File: src/rtl/product_accumulator_pkg.sv
// Shared types and default sizing for the product accumulator stage.
// Imported by the accumulator top and its saturating adder.
package product_accumulator_pkg;

    typedef enum logic {
        ACCUM = 1'b0,
        HOLD  = 1'b1
    } acc_state_t;

    localparam int unsigned DEF_PROD_WIDTH = 16;
    localparam int unsigned DEF_ACC_WIDTH  = 24;
    localparam int unsigned DEF_BLOCK_LEN  = 8;

endpackage

File: src/rtl/product_accumulator_saturating_adder.sv
// Unsigned adder that clamps to all-ones instead of wrapping.
// ovf reports the carry-out of the unclamped sum.
module saturating_adder #(
    parameter int unsigned ACC_WIDTH = 24
) (
    input  logic [ACC_WIDTH-1:0] a,
    input  logic [ACC_WIDTH-1:0] b,
    output logic [ACC_WIDTH-1:0] sat_sum,
    output logic                 ovf
);

    logic [ACC_WIDTH:0] full_sum_s;

    assign full_sum_s = {1'b0, a} + {1'b0, b};
    assign ovf        = full_sum_s[ACC_WIDTH];
    assign sat_sum    = full_sum_s[ACC_WIDTH] ? {ACC_WIDTH{1'b1}} : full_sum_s[ACC_WIDTH-1:0];

endmodule

File: src/rtl/product_accumulator.sv
// Sums BLOCK_LEN unsigned products into a saturating accumulator and hands
// each block sum downstream on a valid/ready port, holding it until taken.
module product_accumulator
    import product_accumulator_pkg::*;
#(
    parameter int unsigned PROD_WIDTH = DEF_PROD_WIDTH,
    parameter int unsigned ACC_WIDTH  = DEF_ACC_WIDTH,
    parameter int unsigned BLOCK_LEN  = DEF_BLOCK_LEN
) (
    input  logic                  Clock_In,
    input  logic                  Reset_n_In,
    input  logic                  Clear_In,
    input  logic [PROD_WIDTH-1:0] Product_In,
    input  logic                  Product_Valid_In,
    output logic                  Product_Ready_Out,
    output logic [ACC_WIDTH-1:0]  Sum_Out,
    output logic                  Sum_Valid_Out,
    input  logic                  Sum_Ready_In,
    output logic                  Overflow_Out
);

    localparam int unsigned CNT_W = $clog2(BLOCK_LEN + 1);
    localparam logic [CNT_W-1:0] LAST_CNT = CNT_W'(BLOCK_LEN - 1);

    acc_state_t             state_r;
    logic [ACC_WIDTH-1:0]   acc_r;
    logic [CNT_W-1:0]       cnt_r;
    logic                   ovf_r;
    logic [ACC_WIDTH-1:0]   sum_r;
    logic                   sum_valid_r;
    logic                   ovf_out_r;

    logic [ACC_WIDTH-1:0]   prod_ext_s;
    logic [ACC_WIDTH-1:0]   add_sum_s;
    logic                   add_ovf_s;
    logic                   accept_s;
    logic                   block_ovf_s;

    assign prod_ext_s  = ACC_WIDTH'(Product_In);
    assign accept_s    = Product_Valid_In & (state_r == ACCUM);
    assign block_ovf_s = ovf_r | add_ovf_s;

    saturating_adder #(
        .ACC_WIDTH (ACC_WIDTH)
    ) u_sat_add (
        .a       (acc_r),
        .b       (prod_ext_s),
        .sat_sum (add_sum_s),
        .ovf     (add_ovf_s)
    );

    // Block FSM: accumulate until BLOCK_LEN accepts, then hold the sum until delivered.
    always_ff @(posedge Clock_In) begin
        if (!Reset_n_In) begin
            state_r     <= ACCUM;
            acc_r       <= {ACC_WIDTH{1'b0}};
            cnt_r       <= {CNT_W{1'b0}};
            ovf_r       <= 1'b0;
            sum_r       <= {ACC_WIDTH{1'b0}};
            sum_valid_r <= 1'b0;
            ovf_out_r   <= 1'b0;
        end else if (Clear_In) begin
            state_r     <= ACCUM;
            acc_r       <= {ACC_WIDTH{1'b0}};
            cnt_r       <= {CNT_W{1'b0}};
            ovf_r       <= 1'b0;
            sum_valid_r <= 1'b0;
        end else begin
            case (state_r)
                ACCUM: begin
                    if (accept_s) begin
                        if (cnt_r == LAST_CNT) begin
                            sum_r       <= add_sum_s;
                            ovf_out_r   <= block_ovf_s;
                            sum_valid_r <= 1'b1;
                            acc_r       <= {ACC_WIDTH{1'b0}};
                            cnt_r       <= {CNT_W{1'b0}};
                            ovf_r       <= 1'b0;
                            state_r     <= HOLD;
                        end else begin
                            acc_r <= add_sum_s;
                            cnt_r <= cnt_r + CNT_W'(1);
                            ovf_r <= block_ovf_s;
                        end
                    end
                end
                HOLD: begin
                    // No bypass: a new product is only taken the cycle after delivery.
                    if (Sum_Ready_In) begin
                        sum_valid_r <= 1'b0;
                        state_r     <= ACCUM;
                    end
                end
                default: begin
                    state_r     <= ACCUM;
                    sum_valid_r <= 1'b0;
                end
            endcase
        end
    end

    assign Product_Ready_Out = (state_r == ACCUM);
    assign Sum_Out           = sum_r;
    assign Sum_Valid_Out     = sum_valid_r;
    assign Overflow_Out      = ovf_out_r;

endmodule

File: config.mk
export PLATFORM = sky130hd
export DESIGN_NAME = product_accumulator
export DESIGN_NICKNAME = d
export VERILOG_FILES = /design/src/rtl/product_accumulator_pkg.sv /design/src/rtl/product_accumulator_saturating_adder.sv /design/src/rtl/product_accumulator.sv
export SDC_FILE = /design/constraint.sdc
export NUM_CORES = 1
export LEC_CHECK = 0
export ABC_CLOCK_PERIOD_IN_PS = 2930
export BUFFER_PORTS_ARGS = -buffer_cell sky130_fd_sc_hd__buf_4
export CAP_MARGIN = 20
export CELL_PAD_IN_SITES_DETAIL_PLACEMENT = 1
export CELL_PAD_IN_SITES_GLOBAL_PLACEMENT = 1
export CORE_ASPECT_RATIO = 0.9
export CORE_MARGIN = 2
export CORE_UTILIZATION = 38
export DETAILED_ROUTE_END_ITERATION = 16
export GPL_TIMING_DRIVEN = 0
export PLACE_DENSITY_LB_ADDON = 0.1
export SYNTH_ARGS = -nofsm -noshare
export SYNTH_HDL_FRONTEND = slang
export SYNTH_SLANG_ARGS = --single-unit
export TNS_END_PERCENT = 10
File: constraint.sdc
create_clock -name Clock_In -period 2.93 [get_ports Clock_In]
set_clock_uncertainty 0.2 [all_clocks]
set_input_delay 0.586 -clock Clock_In [delete_from_list [all_inputs] [get_ports Clock_In]]
set_output_delay 0.586 -clock Clock_In [all_outputs]
set_load 0.005 [all_outputs]
## Word level (Yosys, flattened, before mapping)

Index checks and enable logic that the tools add are counted.
W data, S select, Z words.

- Register bits after elaboration: 56
- Input port bits: 21
- Output and inout bits: 27
- Logic and storage cells: 34

- Add/subtract/negate cells: 2
- Equality and inequality tests: 4
- Multiplexer cells: 12
- Bitwise operators: 5
- Reduce and logical (&&, ||, !) cells: 4

Operators by type and width:

| operator | count |
|---|---|
| $mux W24 | 2 |
| $add A24 B16 Y25 | 1 |
| $mux W1 | 7 |
| $add A4 B1 Y4 const B | 1 |
| $eq A4 B3 Y1 const B | 1 |
| $mux W4 | 1 |
| $ne A2 B1 Y1 const B | 2 |
| $pmux W1 S2 | 2 |
| $reduce_and A4 Y1 | 1 |
| $not A1 Y1 | 3 |
| $reduce_and A3 Y1 | 1 |
| $ne A2 B2 Y1 const B | 1 |
| $reduce_and A2 Y1 | 1 |
| $reduce_or A2 Y1 | 1 |
| $and A1 B1 Y1 | 1 |
| $or A1 B1 Y1 | 1 |

## Longest topological paths before layout

- Depth in word-level cells: 4
- Depth in mapped cells: 10
- Gate-level depth less buffers: 9

## Hierarchy

From an unflattened synthesis, not the netlist that was laid out.

- Cell total of the unflattened synthesis: 449
- Area total of the unflattened synthesis: 3517.1 µm²

By module, submodules not included:

| module | times used | cells each | area each (µm²) | sequential area each (µm²) |
|---|---|---|---|---|
| product_accumulator | 1 | 248 | 2130.8 | 1121.1 |
| saturating_adder | 1 | 201 | 1386.3 | 0.0 |

## Worst setup path before layout

No wires, ideal clock.

- Kind: input to register
- Start point: input Product_In[0]
- End point: register acc_r[19]
- Setup time: 0.132 ns
- Arrival: 2.488 ns
- Required time: 2.598 ns
- Setup slack: 0.111 ns
- Stages on the path: 9
- Buffers on the path: 1
- Cells stage by stage: ha_1 fa_1 a211oi_1 o211ai_2 a31oi_4 a211oi_2 buf_6 o41ai_1 nor3_1

- Word-level cells in the longest chain between the ends: 3

Ends and longest elaborated chain:

| what | RTL line | source |
|---|---|---|
| start, declared | product_accumulator.sv:13 | `input logic [PROD_WIDTH-1:0] Product_In,` |
| $add A24 B16 Y25 | product_accumulator_saturating_adder.sv:14 | `assign full_sum_s = {1'b0, a} + {1'b0, b};` |
| $mux W24 | product_accumulator_saturating_adder.sv:16 | `assign sat_sum = full_sum_s[ACC_WIDTH] ? {ACC_WIDTH{1'b1}} : full_sum_s[ACC_WIDTH-1:0];` |
| $mux W24 | product_accumulator.sv:72 | `if (cnt_r == LAST_CNT) begin` |
| end signal, assigned | product_accumulator.sv:64 | `acc_r <= {ACC_WIDTH{1'b0}};` |
| end signal, assigned | product_accumulator.sv:76 | `acc_r <= {ACC_WIDTH{1'b0}};` |
| end signal, assigned | product_accumulator.sv:81 | `acc_r <= add_sum_s;` |
| end, declared | product_accumulator.sv:26 | `logic [ACC_WIDTH-1:0] acc_r;` |

Every way passes these cells.
A chain may end at the register's enable or synchronous reset.

## Final worst setup path

- Start point: input Product_In[0]
- End point: register sum_r[14] (netlist: Sum_Out[14])

- Word-level cells in the longest chain between the ends: 2

Ends and longest elaborated chain:

| what | RTL line | source |
|---|---|---|
| $add A24 B16 Y25 | product_accumulator_saturating_adder.sv:14 |  |
| $mux W24 | product_accumulator_saturating_adder.sv:16 |  |
| end signal, assigned | product_accumulator.sv:59 | `sum_r <= {ACC_WIDTH{1'b0}};` |
| end signal, assigned | product_accumulator.sv:73 | `sum_r <= add_sum_s;` |
| end, declared | product_accumulator.sv:29 | `logic [ACC_WIDTH-1:0] sum_r;` |

Every way passes these cells.

==> reports/metrics.cfg <==
[worst_setup_path]
r2r-end = Sum_Out[14]
reg2reg_from = acc_r[0]
cp-start-kind = primary input
reg2reg_slack_ns = 0.21
required_ns = 2.91
crit_fanout = 10
arrival_ns = 2.75
cp-end-kind = flip-flop
r2r_cells = 10
path_class = in -> reg

[synthesis]
ys_types = 55
async_flop_share_pct = 0
yosysTopAreaCell = dfxtp_1
synth_area_leaders = dfxtp_1 36%, ha_1 6.8%, o21ai_0 5.3%
avgSynthCellArea_um2 = 8.377
yosysWarnings = 0
synth_top_area_share_pct = 36.07
ys_ff_latch = 56
synthesis.nets = 410
synth.most_common_cell = dfxtp_1
synthFlopType = dfxtp_1
yosys-top-cells-count = 56 x dfxtp_1, 38 x nand2_1, 35 x nor2_1, 33 x o21ai_0, 29 x a21oi_1
postSynthCellCount = 371
yosysSeqAreaShare_pct = 36.07
netlist_area_um2 = 3108
synth_edf_count = 0

[power_and_ir_drop]
power.leakage_nw = 1.481
ir_drop_mv = 0.1865
power_mw = 1.453
p_per_area_nw_per_um2 = 394.1

[placement]
dp_cells = 517
port_buffers = 47
place_ws_ns = -0.3704
place_congestion = 0.8324
dp_hpwl_um = 6879

[layout]
diodes = 0
fin_cells = 525
nets = 465
drive_above_1_share_pct = 22.30
area_delta_synth_final_pct = 18.64

[timing]
setup_viol = 0
final.min_clock_period_ns = 2.773
rsz0062_at_grt = no
drv_slew = 0
fmax_mhz = 360.7
setup_slack_ns = 0.1574
finalHoldViolCount = 0
maxSlewHeadroom_pct = 50.96
tightest_slew_ns = 0.7328
fin_crit_sh_pct = 94.63

[route]
wl_per_cell_um = 17.28
vias_per_cell = 5.596
drtPass1Iterations = 4
drt_iter0_markers = 71
postRouteAntennaNets = 0
post-route-drc-count = 0
wirelength_um = 9071
vias = 2938

[cts]
numCtsBuffers = 5
clk_pin_slew_ns = 0.10
htree_levels = 2
cts_root_buf = clkbuf_8
hold_buffers = 0
clockBufferDepth = 2
cts_tree = yes
clk-insertion-delay-late_ns = 0.32
cts_sinks = 56

[global_routing]
grt_max_degree = 17
grt_pass1_wl_um = 14700
first_global_vias = 2913
antenna_found_initial = 0
grt_overflow = 0
track_usage_pct = 20.63

[floorplanning]
die_h_um = 89.80
die_area_um2 = 8919
io_pins = 48
initial_core_util_pct = 38.90
core_area_um2 = 7990
die_w_um = 99.33
rows = 31

[job]
maxCapViolations = 0

[hold_path]
min_to = acc_r[7]
hold_path.class = reg -> reg
hold_depth = 2
hp-start = acc_r[7]

[run_status]
status = completed

## per-layer routing
metal / up-vias / share of wire, % / global-route usage, %
li1: 1452 / - / -
met1: 1425 / 48 / 27.98
met2: 48 / 47 / 34.35
met3: 13 / 3.8 / 3.421
met4: 0 / 1.3 / 4.680
met5: - / 0 / 0
## cells in the final DEF (no fill, tap or decap), types with 6 or more instances in the layout
master    count
ha_1         17
nand2_1      38
xor2_1        6
nor3_1        6
nor2_2        6
a21oi_2       9
nor2_1       35
a21o_1        9
dfxtp_1      56
o21ai_0      33
xnor2_1       9
clkbuf_1     10
buf_2         6
buf_4        48
a31oi_1       6
a211oi_1     12
a21oi_1      29
o21ai_1       8
## worst max-delay path, stage by stage
cell and delay (ns):
buf_4 0.11, ha_1 0.22, fa_2 0.38, a211oi_2 0.26, o211ai_2 0.17, a31oi_4 0.32, a211oi_2 0.13, buf_6 0.17
buf_8 0.15, nor2_2 0.17, a21oi_2 0.07
## final cells by class
cell class	instances	area, um2
fillers	986	4303
flip-flops and latches	56	1121
clock buffers	5	68.82
inverters	3	11.26
well taps	99	123.9
multi-input cells	292	1881
plain buffers	20	108.9
repair buffers	48	360.3
clock inverters	2	12.51
## registers in the layout (all words and copies together), names as in the netlist
| name | cells |
|---|---|
| ovf_r | 1 |
| Overflow_Out | 1 |
| Sum_Out | 24 |
| state_r | 1 |
| Sum_Valid_Out | 1 |
| acc_r | 24 |
| cnt_r | 4 |
## how the worst max path moves through the flow
| stage | startpoint | to | slack (ns) |
|---|---|---|---|
| 6_report | Product_In[0] | Sum_Out[14] | 0.16 |
| 5_1_grt | Product_In[8] | acc_r[15] | 0.03 |
| 4_1_cts | Product_In[0] | acc_r[12] | 0.06 |
| 3_5_place_dp | Product_In[0] | Sum_Out[12] | -0.37 |
| 3_3_place_gp | Product_In[0] | Sum_Out[12] | -0.31 |
| 2_1_floorplan | Product_In[0] | acc_r[19] | 0.11 |
## per-stage QoR
stage                     utilization [%]  hold WS [ns]  instance area (um2)  setup TNS, ns
after detailed placement            44.86        0.2485                 3585         -13.00
final                               46.15        0.2598                 3687              0
after global routing                46.15        0.2838                 3687              0
after CTS                           45.94        0.2635                 3671              0
after floorplan                         -        0.2291                 3108              0
after global placement              44.86        0.2405                 3585         -9.897
## cell families after synthesis
| logic type | synth area share (%) |
|---|---|
| and+or+nand+nor | 18.24 |
| xor gates and xnor gates | 4.227 |
| adders and majority gates | 7.488 |
| muxes | 0.6844 |
| AOI/OAI and AO/OA | 29.43 |
| buffers and inverters | 3.865 |
| DFF | 36.07 |
## power breakdown
group / internal [mW] / switching, mW
logic: 0.0939 / 0.147
registers: 0.772 / 0.00646
clock network: 0.163 / 0.270
## what timing repair did
item                                    4_1_cts  5_1_grt
gates cloned                                  0        0
endpoints found under the setup margin       16       10
setup buffers                                 0        1
resized for setup                             1        2
pin swaps                                     0        2
No activity file was read; power rests on OpenSTA's default activity.
